==> src/rtl/lcd_host_seq_if.sv <==
// Bundles the system-side request/pixel/result ports and the LCD controller ports of lcd_host_seq.
// master is the sequencer itself; slave is the environment around it (system harness plus LCD).
interface lcd_host_seq_if;
    logic       req_valid;
    logic [2:0] req_cmd;
    logic       req_ready;

    logic       pix_valid;
    logic [7:0] pix_data;
    logic       pix_ready;

    logic [2:0] lcd_cmd;
    logic       lcd_cmd_valid;
    logic [7:0] lcd_datain;
    logic       lcd_busy;
    logic [7:0] lcd_dataout;
    logic       lcd_output_valid;

    logic       res_valid;
    logic [7:0] res_data;
    logic       res_last;

    logic       err_timeout;
    logic       err_spurious;

    modport master (
        input  req_valid, req_cmd, pix_valid, pix_data,
        input  lcd_busy, lcd_dataout, lcd_output_valid,
        output req_ready, pix_ready,
        output lcd_cmd, lcd_cmd_valid, lcd_datain,
        output res_valid, res_data, res_last,
        output err_timeout, err_spurious
    );

    modport slave (
        output req_valid, req_cmd, pix_valid, pix_data,
        output lcd_busy, lcd_dataout, lcd_output_valid,
        input  req_ready, pix_ready,
        input  lcd_cmd, lcd_cmd_valid, lcd_datain,
        input  res_valid, res_data, res_last,
        input  err_timeout, err_spurious
    );
endinterface

==> src/rtl/lcd_host_seq.sv <==
// Host-side sequencer for the LCD controller: buffers a frame for load commands, issues the
// command, replays the frame one pixel per cycle and forwards OUT_CNT result pixels.
module lcd_host_seq #(
    parameter int WIDTH   = 12,
    parameter int HEIGHT  = 9,
    parameter int OUT_CNT = 16,
    parameter int TIMEOUT = 255
) (
    input  logic           clk,
    input  logic           reset,
    lcd_host_seq_if.master bus
);
    localparam int FRAME = WIDTH * HEIGHT;
    localparam int PIX_W = $clog2(FRAME);
    localparam int OUT_W = $clog2(OUT_CNT + 1);
    localparam int WD_W  = $clog2(TIMEOUT + 1);

    typedef enum logic [2:0] {
        IDLE,
        FILL,
        ISSUE,
        STREAM,
        WAIT_OUT
    } state_t;

    state_t state;
    state_t state_next;

    logic [2:0]       cmd_q;
    logic [PIX_W-1:0] pcnt;
    logic [PIX_W-1:0] kcnt;
    logic [OUT_W-1:0] ocnt;
    logic [WD_W-1:0]  wd;
    logic [7:0]       frame_buf [FRAME];

    logic       res_valid_q;
    logic [7:0] res_data_q;
    logic       res_last_q;
    logic       err_timeout_q;
    logic       err_spurious_q;

    logic req_accept;
    logic pix_accept;
    logic cmd_accept;
    logic stream_done;
    logic out_accept;
    logic out_final;
    logic wd_expire;

    always_ff @(posedge clk or negedge reset) begin
        if (!reset) begin
            state <= IDLE;
        end else begin
            state <= state_next;
        end
    end

    always_comb begin
        state_next  = state;
        req_accept  = 1'b0;
        pix_accept  = 1'b0;
        cmd_accept  = 1'b0;
        stream_done = 1'b0;
        out_accept  = 1'b0;
        out_final   = 1'b0;
        wd_expire   = 1'b0;
        case (state)
            IDLE: begin
                req_accept = bus.req_valid;
                if (req_accept) begin
                    state_next = (bus.req_cmd == 3'd0) ? FILL : ISSUE;
                end
            end
            FILL: begin
                pix_accept = bus.pix_valid;
                if (pix_accept && pcnt == PIX_W'(FRAME - 1)) begin
                    state_next = ISSUE;
                end
            end
            ISSUE: begin
                cmd_accept = !bus.lcd_busy;
                if (cmd_accept) begin
                    state_next = (cmd_q == 3'd0) ? STREAM : WAIT_OUT;
                end
            end
            STREAM: begin
                stream_done = (kcnt == PIX_W'(FRAME - 1));
                if (stream_done) begin
                    state_next = WAIT_OUT;
                end
            end
            WAIT_OUT: begin
                out_accept = bus.lcd_output_valid;
                out_final  = out_accept && (ocnt == OUT_W'(OUT_CNT - 1));
                wd_expire  = !out_accept && (wd == WD_W'(TIMEOUT - 1));
                if (out_final || wd_expire) begin
                    state_next = IDLE;
                end
            end
            default: state_next = IDLE;
        endcase
    end

    // Counters, result register and sticky error flags share one reset domain with the FSM.
    always_ff @(posedge clk or negedge reset) begin
        if (!reset) begin
            cmd_q          <= '0;
            pcnt           <= '0;
            kcnt           <= '0;
            ocnt           <= '0;
            wd             <= '0;
            res_valid_q    <= 1'b0;
            res_data_q     <= '0;
            res_last_q     <= 1'b0;
            err_timeout_q  <= 1'b0;
            err_spurious_q <= 1'b0;
        end else begin
            res_valid_q <= 1'b0;
            res_last_q  <= 1'b0;
            if (req_accept) begin
                cmd_q <= bus.req_cmd;
            end
            if (pix_accept) begin
                pcnt <= (pcnt == PIX_W'(FRAME - 1)) ? '0 : pcnt + 1'b1;
            end
            if (state == STREAM) begin
                kcnt <= stream_done ? '0 : kcnt + 1'b1;
            end
            if (cmd_accept) begin
                ocnt <= '0;
                wd   <= '0;
            end
            if (out_accept) begin
                res_valid_q <= 1'b1;
                res_data_q  <= bus.lcd_dataout;
                res_last_q  <= out_final;
                ocnt        <= out_final ? '0 : ocnt + 1'b1;
                wd          <= '0;
            end else if (state == WAIT_OUT) begin
                if (wd_expire) begin
                    err_timeout_q <= 1'b1;
                    wd            <= '0;
                    ocnt          <= '0;
                end else if (wd != '1) begin
                    wd <= wd + 1'b1;
                end
            end
            if (bus.lcd_output_valid && state != WAIT_OUT) begin
                err_spurious_q <= 1'b1;
            end
        end
    end

    // The frame buffer needs no reset; it is always fully rewritten before it is replayed.
    always_ff @(posedge clk) begin
        if (pix_accept) begin
            frame_buf[pcnt] <= bus.pix_data;
        end
    end

    // req_ready is masked by reset because IDLE is also the state held during reset.
    assign bus.req_ready     = (state == IDLE) && reset;
    assign bus.pix_ready     = (state == FILL);
    assign bus.lcd_cmd_valid = (state == ISSUE);
    assign bus.lcd_cmd       = (state == ISSUE) ? cmd_q : 3'd0;
    assign bus.lcd_datain    = (state == STREAM) ? frame_buf[kcnt] : 8'd0;
    assign bus.res_valid     = res_valid_q;
    assign bus.res_data      = res_data_q;
    assign bus.res_last      = res_last_q;
    assign bus.err_timeout   = err_timeout_q;
    assign bus.err_spurious  = err_spurious_q;
endmodule

==> src/flat_wrapper.sv <==
// flat-port wrapper written by rule: the top's interface ports become plain ports
module lcd_host_seq_flat 
#(
    parameter int WIDTH   = 12,
    parameter int HEIGHT  = 9,
    parameter int OUT_CNT = 16,
    parameter int TIMEOUT = 255
)
  (clk, reset, bus_req_valid, bus_req_cmd, bus_pix_valid, bus_pix_data, bus_lcd_busy, bus_lcd_dataout, bus_lcd_output_valid, bus_req_ready, bus_pix_ready, bus_lcd_cmd, bus_lcd_cmd_valid, bus_lcd_datain, bus_res_valid, bus_res_data, bus_res_last, bus_err_timeout, bus_err_spurious);
  lcd_host_seq_if bus_i ();
  input  logic clk;
  input  logic reset;
  input wire logic [$bits(bus_i.req_valid)-1:0] bus_req_valid;
  input wire logic [$bits(bus_i.req_cmd)-1:0] bus_req_cmd;
  input wire logic [$bits(bus_i.pix_valid)-1:0] bus_pix_valid;
  input wire logic [$bits(bus_i.pix_data)-1:0] bus_pix_data;
  input wire logic [$bits(bus_i.lcd_busy)-1:0] bus_lcd_busy;
  input wire logic [$bits(bus_i.lcd_dataout)-1:0] bus_lcd_dataout;
  input wire logic [$bits(bus_i.lcd_output_valid)-1:0] bus_lcd_output_valid;
  output wire logic [$bits(bus_i.req_ready)-1:0] bus_req_ready;
  output wire logic [$bits(bus_i.pix_ready)-1:0] bus_pix_ready;
  output wire logic [$bits(bus_i.lcd_cmd)-1:0] bus_lcd_cmd;
  output wire logic [$bits(bus_i.lcd_cmd_valid)-1:0] bus_lcd_cmd_valid;
  output wire logic [$bits(bus_i.lcd_datain)-1:0] bus_lcd_datain;
  output wire logic [$bits(bus_i.res_valid)-1:0] bus_res_valid;
  output wire logic [$bits(bus_i.res_data)-1:0] bus_res_data;
  output wire logic [$bits(bus_i.res_last)-1:0] bus_res_last;
  output wire logic [$bits(bus_i.err_timeout)-1:0] bus_err_timeout;
  output wire logic [$bits(bus_i.err_spurious)-1:0] bus_err_spurious;
  assign bus_i.req_valid = bus_req_valid;
  assign bus_i.req_cmd = bus_req_cmd;
  assign bus_i.pix_valid = bus_pix_valid;
  assign bus_i.pix_data = bus_pix_data;
  assign bus_i.lcd_busy = bus_lcd_busy;
  assign bus_i.lcd_dataout = bus_lcd_dataout;
  assign bus_i.lcd_output_valid = bus_lcd_output_valid;
  assign bus_req_ready = bus_i.req_ready;
  assign bus_pix_ready = bus_i.pix_ready;
  assign bus_lcd_cmd = bus_i.lcd_cmd;
  assign bus_lcd_cmd_valid = bus_i.lcd_cmd_valid;
  assign bus_lcd_datain = bus_i.lcd_datain;
  assign bus_res_valid = bus_i.res_valid;
  assign bus_res_data = bus_i.res_data;
  assign bus_res_last = bus_i.res_last;
  assign bus_err_timeout = bus_i.err_timeout;
  assign bus_err_spurious = bus_i.err_spurious;
  lcd_host_seq #(.WIDTH(WIDTH), .HEIGHT(HEIGHT), .OUT_CNT(OUT_CNT), .TIMEOUT(TIMEOUT)) u_core (.clk(clk), .reset(reset), .bus(bus_i));
endmodule
==> config.mk <==
export PLATFORM = sky130hd
export DESIGN_NAME = lcd_host_seq_flat
export DESIGN_NICKNAME = d
export VERILOG_FILES = /design/src/rtl/lcd_host_seq_if.sv /design/src/rtl/lcd_host_seq.sv /design/src/flat_wrapper.sv
export SDC_FILE = /design/constraint.sdc
export NUM_CORES = 1
export LEC_CHECK = 0
export ABC_AREA = 1
export BUFFER_PORTS_ARGS = -buffer_cell sky130_fd_sc_hd__buf_2
export CORE_MARGIN = 2
export CORE_UTILIZATION = 48
export CTS_CLUSTER_DIAMETER = 120
export DETAILED_ROUTE_END_ITERATION = 7
export SYNTH_ARGS = -nofsm -noshare
export SYNTH_HDL_FRONTEND = slang
export SYNTH_SLANG_ARGS = --single-unit
export TNS_END_PERCENT = 5
==> constraint.sdc <==
create_clock -name clk -period 3 [get_ports clk]
set_input_delay 0 -clock clk [delete_from_list [all_inputs] [get_ports clk]]
set_output_delay 0 -clock clk [all_outputs]
set_load 0.005 [all_outputs]
# Word-level counts from Yosys, hierarchy flattened
# Memories as Yosys holds them, arrays and structs flattened.
# Index checks and enable logic that the tools add are counted.
# Widths: inputs -> output; s select.
dict set report classes {
  reduce_logical 13
  muxes 33
  add_sub_neg 4
  bitwise_logic 1
  n_eq_ne 15
}
# operator count
set op_table {}
lappend op_table {{$mux 8} 6}
lappend op_table {{$mux 5} 5}
lappend op_table {{$mux 3} 7}
lappend op_table {{$pmux 3 s5} 1}
lappend op_table {{$add 7x1->7 const B} 2}
lappend op_table {{$eq 7x7->1 const B} 2}
lappend op_table {{$mux 7} 2}
lappend op_table {{$mux 1} 11}
lappend op_table {{$logic_not 3->1} 3}
lappend op_table {{$add 8x1->8 const B} 1}
lappend op_table {{$eq 8x8->1 const B} 1}
lappend op_table {{$ne 8x8->1 const B} 1}
lappend op_table {{$eq 3x2->1 const B} 2}
lappend op_table {{$ne 2x1->1 const B} 3}
lappend op_table {{$add 5x1->5 const B} 1}
lappend op_table {{$eq 5x4->1 const B} 1}
lappend op_table {{$logic_and 1x1->1} 5}
lappend op_table {{$reduce_and 5->1} 1}
lappend op_table {{$ne 2x2->1 const B} 2}
lappend op_table {{$eq 3x1->1 const B} 1}
lappend op_table {{$eq 3x3->1 const B} 1}
lappend op_table {{$ne 3x3->1 const B} 1}
lappend op_table {{$reduce_and 3->1} 1}
lappend op_table {{$logic_not 1->1} 2}
lappend op_table {{3 further kinds} 3}
dict set report totals {
  ff_bits 45
  out_inout_bits 26
  mem_count 1
  mem_bits_rw 864
  in_bits 25
  word_cells 78
}
# name words width rd rd_clocked_by_memory_dff wr line_no
set memory_table {}
lappend memory_table {u_core.frame_buf 108 8 1 0 1 lcd_host_seq.sv:34} ;# logic [7:0] frame_buf [FRAME];

# Longest topological paths before layout
# Gate-level depths: netlist of the first run.
dict set report depth {
  depth_word 7
  ltp_mapped 18
  mapped_depth_nobuf 14
}

# Worst setup path after synthesis of the first run
# Ideal clock, no wire load.
dict set report synth_path {
  kind {reg2reg}
  from {register u_core.state[1]}
  to {memory u_core.frame_buf[31][0], enable pin}
  path_slack_ns 0.738
  arrival_time_ns 1.878
  setup_ns 0.383
  n_path_buf 0
  required_time_ns 2.617
  stages_incl_launch_ff 6
  cell_sequence {dfrtp_1 -> nor3_2 -> nand2_1 -> nor3_1 -> nand3_1 -> nor3_1}
}
dict set report synth_between {
  elab_chain_cells 4
}
# item line_no
set synth_rtl {}
lappend synth_rtl {{from (decl)} lcd_host_seq.sv:26} ;# state_t state;
lappend synth_rtl {{from (signal assigned)} lcd_host_seq.sv:54} ;# state <= state_next;
lappend synth_rtl {{$eq 3x1->1} n/a}
lappend synth_rtl {{net bus_pix_ready} flat_wrapper.sv:21} ;# output wire logic [$bits(bus_i.pix_ready)-1:0] bus_pix_ready;
lappend synth_rtl {{$mux 1} lcd_host_seq.sv:67} ;# case (state)
lappend synth_rtl {{$mux 1} lcd_host_seq.sv:156} ;# if (pix_accept) begin
lappend synth_rtl {{$mux 1 (implied by the code)} lcd_host_seq.sv:157} ;# frame_buf[pcnt] <= bus.pix_data;
lappend synth_rtl {{to (decl)} lcd_host_seq.sv:34}
# The timed path passes the listed nets, and every way through them passes these cells.

# Worst setup path in the final report of the first run
dict set report layout_path {
  from {register u_core.kcnt[0]}
  to {output bus_lcd_datain[1]}
}
dict set report layout_between {
  elab_chain_cells 2
}
# item line_no
set layout_rtl {}
lappend layout_rtl {{from (decl)} lcd_host_seq.sv:31} ;# logic [PIX_W-1:0] kcnt;
lappend layout_rtl {{from (signal assigned)} lcd_host_seq.sv:127} ;# kcnt <= stream_done ? '0 : kcnt + 1'b1;
lappend layout_rtl {{$mem_v2 108x8} n/a}
lappend layout_rtl {{$mux 8} lcd_host_seq.sv:166} ;# assign bus.lcd_datain = (state == STREAM) ? frame_buf[kcnt] : 8'd0;
lappend layout_rtl {{to (decl)} flat_wrapper.sv:24} ;# output wire logic [$bits(bus_i.lcd_datain)-1:0] bus_lcd_datain;
# Every way passes these cells.

==> run summary, run 1 <==
=================================================================================
Syn Std Cell Area                                                     0.03746 mm²
Post-layout min period                                                   3.056 ns
Outcome                                                              complete, but fails checks
Clock transition at the registers of the reported paths                   0.06 ns
Level count of the clock H-tree                                                 3
Combined flip-flop and latch cell area                                0.02708 mm²
Total number of vias                                                        26220
# IOs                                                                          51
Portion of synthesized cell area occupied by the leading cell type         0.6926
Top cells by area in the synthesized netlist                         sky130_fd_sc_hd__edfxtp_1 (69%), sky130_fd_sc_hd__nor2_1 (6.7%), sky130_fd_sc_hd__o21ai_0 (5.0%)
Count of unresolved DRC violations after routing                                0
Height of the die                                                        283.4 µm
GRT Residual Overflow                                                           0
Horiz. Die Dim                                                           283.4 µm
Number of cells produced by synthesis                                        3210
Clock Root Buffer                                                    sky130_fd_sc_hd__clkbuf_16
Std-Cell Rows                                                                 102
Number of detailed-route iterations in the first pass                           6
Setup-violating endpoint count in the final report                              3
Total count of max-transition violations in the final report                    0
Post-route clock skew                                                  0.03196 ns
Category of the worst setup path capture point                       primary output
Port-buffer cells                                                              50
Data required time of the worst path                                      3.00 ns
Clock sink count                                                              909
Number of maximum-capacitance constraint violations                             0
Final cycle utilization of the critical path                                1.019
Register area share after synthesis                                        0.7227
Pre-CTS setup slack                                                     0.1060 ns
Unrepaired setup endpoints after global routing                              true
CORE AREA                                                             0.07734 mm²
Sum of routed wire length over all layers                               108200 µm
EDFF count, synth                                                             864
Setup CP Type                                                             reg2out
Post-detail-place hpwl                                                   60960 µm
FMAX                                                                    327.2 MHz
Ratio of cells with drive above 1 in the final layout                      0.1658
Share of flip-flops with an asynchronous set or reset                     0.04950
Initial Utilization                                                        0.4844
Number of global-route vias before repair                                   25150
Count of unique library cells instantiated by Yosys                            42
Register bit count reported by yosys                                          909
Violated checks                                                      setup timing
Timing startpoint of the critical path                               u_core.kcnt[0]
Number of antenna-violating nets in the routed design                           0
Warnings, synthesis                                                             0
Final TNS setup                                                        -0.1295 ns
Slew at the pin closest to its max-slew limit                           0.9080 ns
Worst hold-check path type                                                 in2reg
Commonest register cell after synthesis                              sky130_fd_sc_hd__edfxtp_1
Area leader, netlist                                                 sky130_fd_sc_hd__edfxtp_1
Max-Slew Margin vs Limit                                                   0.3925
Die area                                                              0.08029 mm²
Number of antenna violations at the first check in global routing               0
Area of the multi-input gates                                        0.009495 mm²
Startpoint of the lowest-slack register-to-register path             u_core.state[1]
Final worst setup slack                                               -0.05606 ns
1st-iter DRT viols                                                           3067
Via-per-instance ratio                                                      5.754
Fill count                                                                   6218
Largest buffer count on any clock path                                          3
Layout net count                                                             3479
Diodes inserted                                                                 0
Routed WL per cell                                                       23.74 µm
All-layer global routing usage                                             0.2616
Largest net degree at the start of global routing                              70
Most instantiated library cell after synthesis                       sky130_fd_sc_hd__edfxtp_1
Most frequent cells after synthesis                                  sky130_fd_sc_hd__edfxtp_1 (864), sky130_fd_sc_hd__nor2_1 (671), sky130_fd_sc_hd__nand2_1 (473)
Clock Latency Late Sink                                                   0.64 ns
Worst hold start                                                     bus_pix_data[2]
Synthesized area per cell                                               11.67 µm²
Maximum fanout along the worst path                                             8
Max rail drop VDD                                                       0.7117 mV
CTS tree                                                                    built
Syn Nets                                                                     3241
Wire length of the first global-routing pass                            158600 µm
Area growth syn-to-layout                                                  20.63%
Power per cell area                                                  870.8 mW/mm²
Final hold viol count                                                           0
Worst Path Arrival                                                        3.06 ns
Standby leakage power                                                    16.14 nW
Number of buffers created by CTS                                               91
Routability Congestion                                                     0.8942
Setup crit start kind                                                        flop
=================================================================================
## registers in the layout, indices dropped and copies added, names as in the netlist
name and count:
u_core.bus.res_last 1, u_core.kcnt 7, u_core.pcnt 7, u_core.state 3, u_core.bus.err_spurious 1, u_core.frame_buf 864, u_core.bus.res_valid 1, u_core.bus.res_data 8
u_core.wd 8, u_core.bus.err_timeout 1, u_core.cmd_q 3, u_core.ocnt 5
## report_power, final
| group | total, mW | internal (mW) | switching, mW |
|---|---|---|---|
| sequential | 14.4 | 14.1 | 0.236 |
| clock | 11.1 | 6.35 | 4.72 |
| combinational | 13.9 | 5.32 | 8.61 |
| total | 39.3 | 25.8 | 13.6 |
## per-layer routing
metal	part of all wire	global-route usage
met1	0.41	0.3629
met2	0.47	0.4108
met3	0.090	0.05395
met4	0.031	0.09511
met5	0	0
## path summary, 6_finish.rpt
kind | to | slack (ns) | cells past startpoint
max | bus_lcd_datain[1] | -0.06 | 13
min | u_core.frame_buf[64][2] | 0.01 | 1
max reg2reg | u_core.frame_buf[51][7] | 0.27 | 7
min reg2reg | u_core.bus.err_timeout | 0.46 | 2
max in group asynchronous | u_core.kcnt[1] | 1.77 | 3
min in group asynchronous | u_core.state[0] | 0.06 | 3
## timing repair
item / 4_1_cts / 5_1_grt
pin swaps: 28 / 69
setup endpoints to repair: 8 / 8
buffers inserted: 18 / 10
gates resized for setup: 113 / 144
hold endpoints to repair: 291 / 0
hold buffers: 38 / 0
cloned: 17 / 16
## worst max-delay path, cell delays in order, from the launching register on
cell and delay (ns):
sky130_fd_sc_hd__dfrtp_4 0.55, sky130_fd_sc_hd__buf_12 0.17, sky130_fd_sc_hd__clkinv_16 0.08, sky130_fd_sc_hd__buf_16 0.16, sky130_fd_sc_hd__buf_16 0.13, sky130_fd_sc_hd__nor2_2 0.03, sky130_fd_sc_hd__o211ai_1 0.33, sky130_fd_sc_hd__nand3_2 0.23
sky130_fd_sc_hd__nand2_1 0.12, sky130_fd_sc_hd__nand2_1 0.06, sky130_fd_sc_hd__nor2_2 0.14, sky130_fd_sc_hd__nor2_4 0.07, sky130_fd_sc_hd__nor2_4 0.18, sky130_fd_sc_hd__buf_6 0.13
## area by class of cell
type                       instances  share of cell area
tap                             1040             0.02880
clock buffer                     114             0.05322
clock inverter                    48            0.009775
multi-input combinational       1968              0.2101
inverter                         143             0.01288
timing repair buffer             333             0.08520
timing repair inverter             2           0.0006092
sequential                       909              0.5994
## through the flow
step | hold slack, ns | std cells | util | power, mW | instance area [µm²]
2_1_floorplan | -0.2956 | 3210 | - | 21.48 | 37460
3_3_place_gp | 0.009574 | 4299 | 0.5164 | 24.97 | 39930
3_5_place_dp | 0.0002781 | 4299 | 0.5164 | 25.11 | 39930
4_1_cts | 0.009473 | 4534 | 0.5727 | 38.01 | 44290
5_1_grt | 0.03054 | 4557 | 0.5843 | 41.10 | 45190
6_report | 0.009765 | 4557 | 0.5843 | 39.35 | 45190
## cells by family after synthesis
| kind of cell | count (synthesis) | synth area share |
|---|---|---|
| adders and majority gates | 6 | 0.002004 |
| xor gates and xnor gates | 3 | 0.0007016 |
| and+or+nand+nor | 1358 | 0.1444 |
| DFF | 909 | 0.7227 |
| buffers and inverters | 333 | 0.04108 |
| AOI/OAI and AO/OA | 601 | 0.08911 |
## layout by cell type (no fill, tap or decap), types with 8 or more instances in the layout
master                          netlist  layout
sky130_fd_sc_hd__inv_1              136     131
sky130_fd_sc_hd__buf_2               81      41
sky130_fd_sc_hd__o21ai_1             12      39
sky130_fd_sc_hd__or2_2                8       8
sky130_fd_sc_hd__clkinv_2             0      17
sky130_fd_sc_hd__nor2_2               1      23
sky130_fd_sc_hd__buf_6               12      11
sky130_fd_sc_hd__nand3_1            180     150
sky130_fd_sc_hd__clkbuf_16            0     108
sky130_fd_sc_hd__nor3_1              13      13
sky130_fd_sc_hd__nand2_1            473     427
sky130_fd_sc_hd__o22ai_1             72      70
sky130_fd_sc_hd__o21ai_0            375     347
sky130_fd_sc_hd__nor2_4               1      21
sky130_fd_sc_hd__nor2_1             671     629
sky130_fd_sc_hd__a21oi_1             48      35
sky130_fd_sc_hd__buf_12               1      32
sky130_fd_sc_hd__clkinv_1             5      23
sky130_fd_sc_hd__o211ai_1            81      81
sky130_fd_sc_hd__bufinv_16            0       8
sky130_fd_sc_hd__a21oi_2              0      10
sky130_fd_sc_hd__dfrtp_1             45      41
sky130_fd_sc_hd__edfxtp_1           864     864
sky130_fd_sc_hd__nand3_2              0      22
sky130_fd_sc_hd__nand3_4              0       8
sky130_fd_sc_hd__nand2_2              1      47
sky130_fd_sc_hd__clkbuf_1            71      20
sky130_fd_sc_hd__buf_16               0      24
sky130_fd_sc_hd__dlygate4sd3_1        0      38
sky130_fd_sc_hd__buf_4               17     162
Note: power is estimated with default switching activity, not from simulation.
==> run 2, diff against run 1 <==
--- a/config.mk
+++ b/config.mk
@@ -11,6 +11,7 @@
 export CORE_UTILIZATION = 48
 export CTS_CLUSTER_DIAMETER = 120
 export DETAILED_ROUTE_END_ITERATION = 7
+export REMOVE_ABC_BUFFERS = 1
 export SYNTH_ARGS = -nofsm -noshare
 export SYNTH_HDL_FRONTEND = slang
 export SYNTH_SLANG_ARGS = --single-unit
==> run 2 against run 1 <==
  * The flow now finishes without violations
  * Combinational power shrank 11%
  * Via count shrank 0.96%
  * Count of clock-buffer cells in the layout grew 9
  * Final area shrank 2.1%
  * Global-route usage shrank 1.4 points
  * Power shrank 2.1%
  * Flip-flop and latch count is the same
  * Worst hold slack lost 0.0045 ns
  * Highest routed layer is now met5
  * Final cell count shrank 0.75%
  * Largest power group unchanged
==> run summary, run 2 (synthesized netlist as in run 1, its figures left out) <==
==================================================================================
Crit path max-delay cell type                                         sky130_fd_sc_hd__dfrtp_4   unchanged
# IOs                                                                           51   unchanged
Setup crit start kind                                                         flop   unchanged
Finished Cell Area                                                     0.04423 mm²   was 0.04519 mm²
Share of power burned in registers                                           0.372   was 0.365
Final worst setup slack                                               0.0001119 ns   was -0.05606 ns
Clock Latency Late Sink                                                    0.64 ns   about the same
Post-detail-place hpwl                                                    58470 µm   was 60960 µm
Routed WL per cell                                                        23.46 µm   was 23.74 µm
Worst hold-check path type                                                  in2reg   unchanged
Clock transition at the registers of the reported paths                    0.06 ns   about the same
Sw Share                                                                    0.3404   was 0.3448
Category of the worst setup path capture point                        primary output   unchanged
Count of placed standard cells including taps                                 4259   was 4299
Post-route clock skew                                                   0.01817 ns   was 0.03196 ns
Height of the die                                                         283.4 µm   unchanged
Clk network pwr share                                                        0.306   was 0.281
Layout net count                                                              3438   was 3479
Via-per-instance ratio                                                       5.742   was 5.754
All-layer global routing usage                                              0.2478   was 0.2616
Logic gate share of total power                                              0.321   was 0.354
Standard cell area after detailed placement                            0.03948 mm²   was 0.03993 mm²
Initial Utilization                                                         0.4844   unchanged
Level count of the clock H-tree                                                  3   unchanged
Power per cell area                                                   871.2 mW/mm²   was 870.8 mW/mm²
Combined flip-flop and latch cell area                                 0.02708 mm²   unchanged
Number of detailed-route iterations in the first pass                            5   was 6
Final hold viol count                                                            0   unchanged
Net Switching                                                             13.12 mW   was 13.57 mW
GRT Residual Overflow                                                            0   unchanged
Setup CP Type                                                              reg2out   unchanged
CTS tree                                                                     built   unchanged
Post-layout min period                                                    3.000 ns   was 3.056 ns
Most common cell on crit path                                         sky130_fd_sc_hd__nand2_1
Most common library cell in the layout ignoring fill and taps         sky130_fd_sc_hd__edfxtp_1   unchanged
Overall power                                                             38.53 mW   was 39.35 mW
Routability Congestion                                                      0.9006   was 0.8942
Total count of max-transition violations in the final report                     0   unchanged
Total number of vias                                                         25970   was 26220
Data required time of the worst path                                       3.00 ns   about the same
1st-iter DRT viols                                                            3032   was 3067
Number of maximum-capacitance constraint violations                              0   unchanged
Max-Slew Margin vs Limit                                                    0.2647   was 0.3925
Finished Core Util                                                          0.5719   was 0.5843
Largest reg by FF count                                               u_core.frame_buf   unchanged
Area growth syn-to-layout                                                   18.07%   was 20.63%
FMAX                                                                     333.3 MHz   was 327.2 MHz
Max rail drop VDD                                                        0.5755 mV   was 0.7117 mV
Outcome                                                               complete, no violations   was complete, but fails checks
Pre-CTS setup slack                                                      0.4154 ns   was 0.1060 ns
Number of global-route vias before repair                                    24730   was 25150
Unrepaired setup endpoints after global routing                               true   unchanged
Count of unresolved DRC violations after routing                                 0   unchanged
Highest-count cells in the layout ignoring fill and taps              sky130_fd_sc_hd__edfxtp_1 (864), sky130_fd_sc_hd__nor2_1 (653), sky130_fd_sc_hd__nand2_1 (462)   was sky130_fd_sc_hd__edfxtp_1 (864), sky130_fd_sc_hd__nor2_1 (629), sky130_fd_sc_hd__nand2_1 (427)
Internal Pwr Total                                                        25.42 mW   was 25.78 mW
Final TNS setup                                                               0 ns   was -0.1295 ns
Fill count                                                                    6318   was 6218
Clock Root Buffer                                                     sky130_fd_sc_hd__clkbuf_16   unchanged
Std-Cell Rows                                                                  102   unchanged
Largest buffer count on any clock path                                           3   unchanged
CORE AREA                                                              0.07734 mm²   unchanged
Number of antenna violations at the first check in global routing                1   was 0
Flip-flop count of the largest register, all copies and words added            864   unchanged
Clock sink count                                                               909   unchanged
Setup-violating endpoint count in the final report                               0   was 3
Area of the multi-input gates                                         0.009087 mm²   was 0.009495 mm²
Diodes inserted                                                                  0   unchanged
Slew at the pin closest to its max-slew limit                             1.099 ns   was 0.9080 ns
Port-buffer cells                                                               50   unchanged
Ratio of cells with drive above 1 in the final layout                       0.1303   was 0.1658
Standby leakage power                                                     15.73 nW   was 16.14 nW
Maximum fanout along the worst path                                             15   was 8
CP Cell Sequence                                                      clkbuf_2 -> buf_8 -> clkbuf_16 -> o21ai_0 -> o22ai_1 -> a21oi_1 -> nand2_1 -> nand3_1 -> nand2_1 -> nand2_1 -> nor2_4 -> buf_2   was buf_12 -> clkinv_16 -> buf_16 -> buf_16 -> nor2_2 -> o211ai_1 -> nand3_2 -> nand2_1 -> nand2_1 -> nor2_2 -> nor2_4 -> nor2_4 -> buf_6
Wire length of the first global-routing pass                             151900 µm   was 158600 µm
Stage delay of the slowest cell on the critical path                       0.49 ns   was 0.55 ns
Largest net degree at the start of global routing                               85   was 70
Final cycle utilization of the critical path                                 1.000   was 1.019
Number of buffers created by CTS                                                96   was 91
Worst Path Arrival                                                         3.00 ns   was 3.06 ns
Number of antenna-violating nets in the routed design                            0   unchanged
Horiz. Die Dim                                                            283.4 µm   unchanged
Sum of routed wire length over all layers                                106100 µm   was 108200 µm
Die area                                                               0.08029 mm²   unchanged
Hold slack                                                             0.005300 ns   was 0.009765 ns
Filler-free cell count of the finished design                                 4523   was 4557
==================================================================================
run 2: changes by cell type in the layout (fill, tap and decap cells not counted), moves of 10 or more:
| cell | previous run | this run |
|---|---|---|
| sky130_fd_sc_hd__nor2_1 | 629 | 653 |
| sky130_fd_sc_hd__nand2_1 | 427 | 462 |
| sky130_fd_sc_hd__buf_12 | 32 | 15 |
| sky130_fd_sc_hd__o21ai_0 | 347 | 368 |
| sky130_fd_sc_hd__nand2_2 | 47 | 12 |
| sky130_fd_sc_hd__buf_4 | 162 | 137 |
| sky130_fd_sc_hd__nand3_1 | 150 | 166 |
| sky130_fd_sc_hd__o21ai_1 | 39 | 19 |
| sky130_fd_sc_hd__nor2_2 | 23 | 9 |
| sky130_fd_sc_hd__nand3_2 | 22 | 11 |
| sky130_fd_sc_hd__nor2_4 | 21 | 11 |
run 2: critical path, delay by kind of cell, from the launching register on:
family | cells | cell delay (ns)
buffers and inverters | 4 | 0.65
AOI/OAI and AO/OA | 3 | 0.64
and+or+nand+nor | 5 | 0.56
DFF | 1 | 0.49
run 2: power groups by stage:
| stage | sequential [mW] | combinational [mW] | clock, mW |
|---|---|---|---|
| 2_1_floorplan | 15.0 | 4.06 | 0 |
| 3_3_place_gp | 14.6 | 9.85 | 0 |
| 3_5_place_dp | 14.6 | 10.0 | 0 |
| 4_1_cts | 14.4 | 10.8 | 12.0 |
| 5_1_grt | 14.4 | 13.4 | 12.5 |
| 6_report | 14.3 | 12.4 | 11.8 |
run 2: what timing repair did:
action | 4_1_cts | 5_1_grt
endpoints found under the hold margin | 288 | 0
hold buffers | 45 | 0
gates cloned | 4 | 19
endpoints found under the setup margin | 8 | 9
gates resized for setup | 43 | 74
buffers inserted | 5 | 18
pin swaps | 5 | 19
run 2: final timing paths:
check | startpoint | endpoint | slack, ns | cells after the start
worst min-delay path | bus_pix_data[4] | u_core.frame_buf[45][4] | 0.005 | 1
worst max register to register | u_core.kcnt[1] | u_core.state[1] | 0.29 | 10
min in group asynchronous | reset | u_core.cmd_q[1] | 0.46 | 4
worst min register to register | u_core.bus.err_timeout | u_core.bus.err_timeout | 0.49 | 2
worst max-delay path | u_core.kcnt[0] | bus_lcd_datain[1] | 0.0001 | 12
max in group asynchronous | reset | u_core.wd[2] | 1.10 | 4
run 2: routing by layer:
layer  track usage  share of wire  wire length, µm
met1        0.3503           0.42            44050
met2        0.4044           0.48            50790
met3       0.03567          0.081             8586
met4       0.06693          0.025             2686
met5             0        0.00012               13
run 2: final cells by class:
| class | instances | area share |
|---|---|---|
| Clock inverter | 51 | 0.01163 |
| Inverter | 143 | 0.01315 |
| Timing Repair inverter | 2 | 0.0006224 |
| Sequential cell | 909 | 0.6124 |
| Timing Repair Buffer | 287 | 0.06858 |
| Multi-Input combinational cell | 1968 | 0.2055 |
| Clock buffer | 123 | 0.05876 |
| Tap cell | 1040 | 0.02942 |
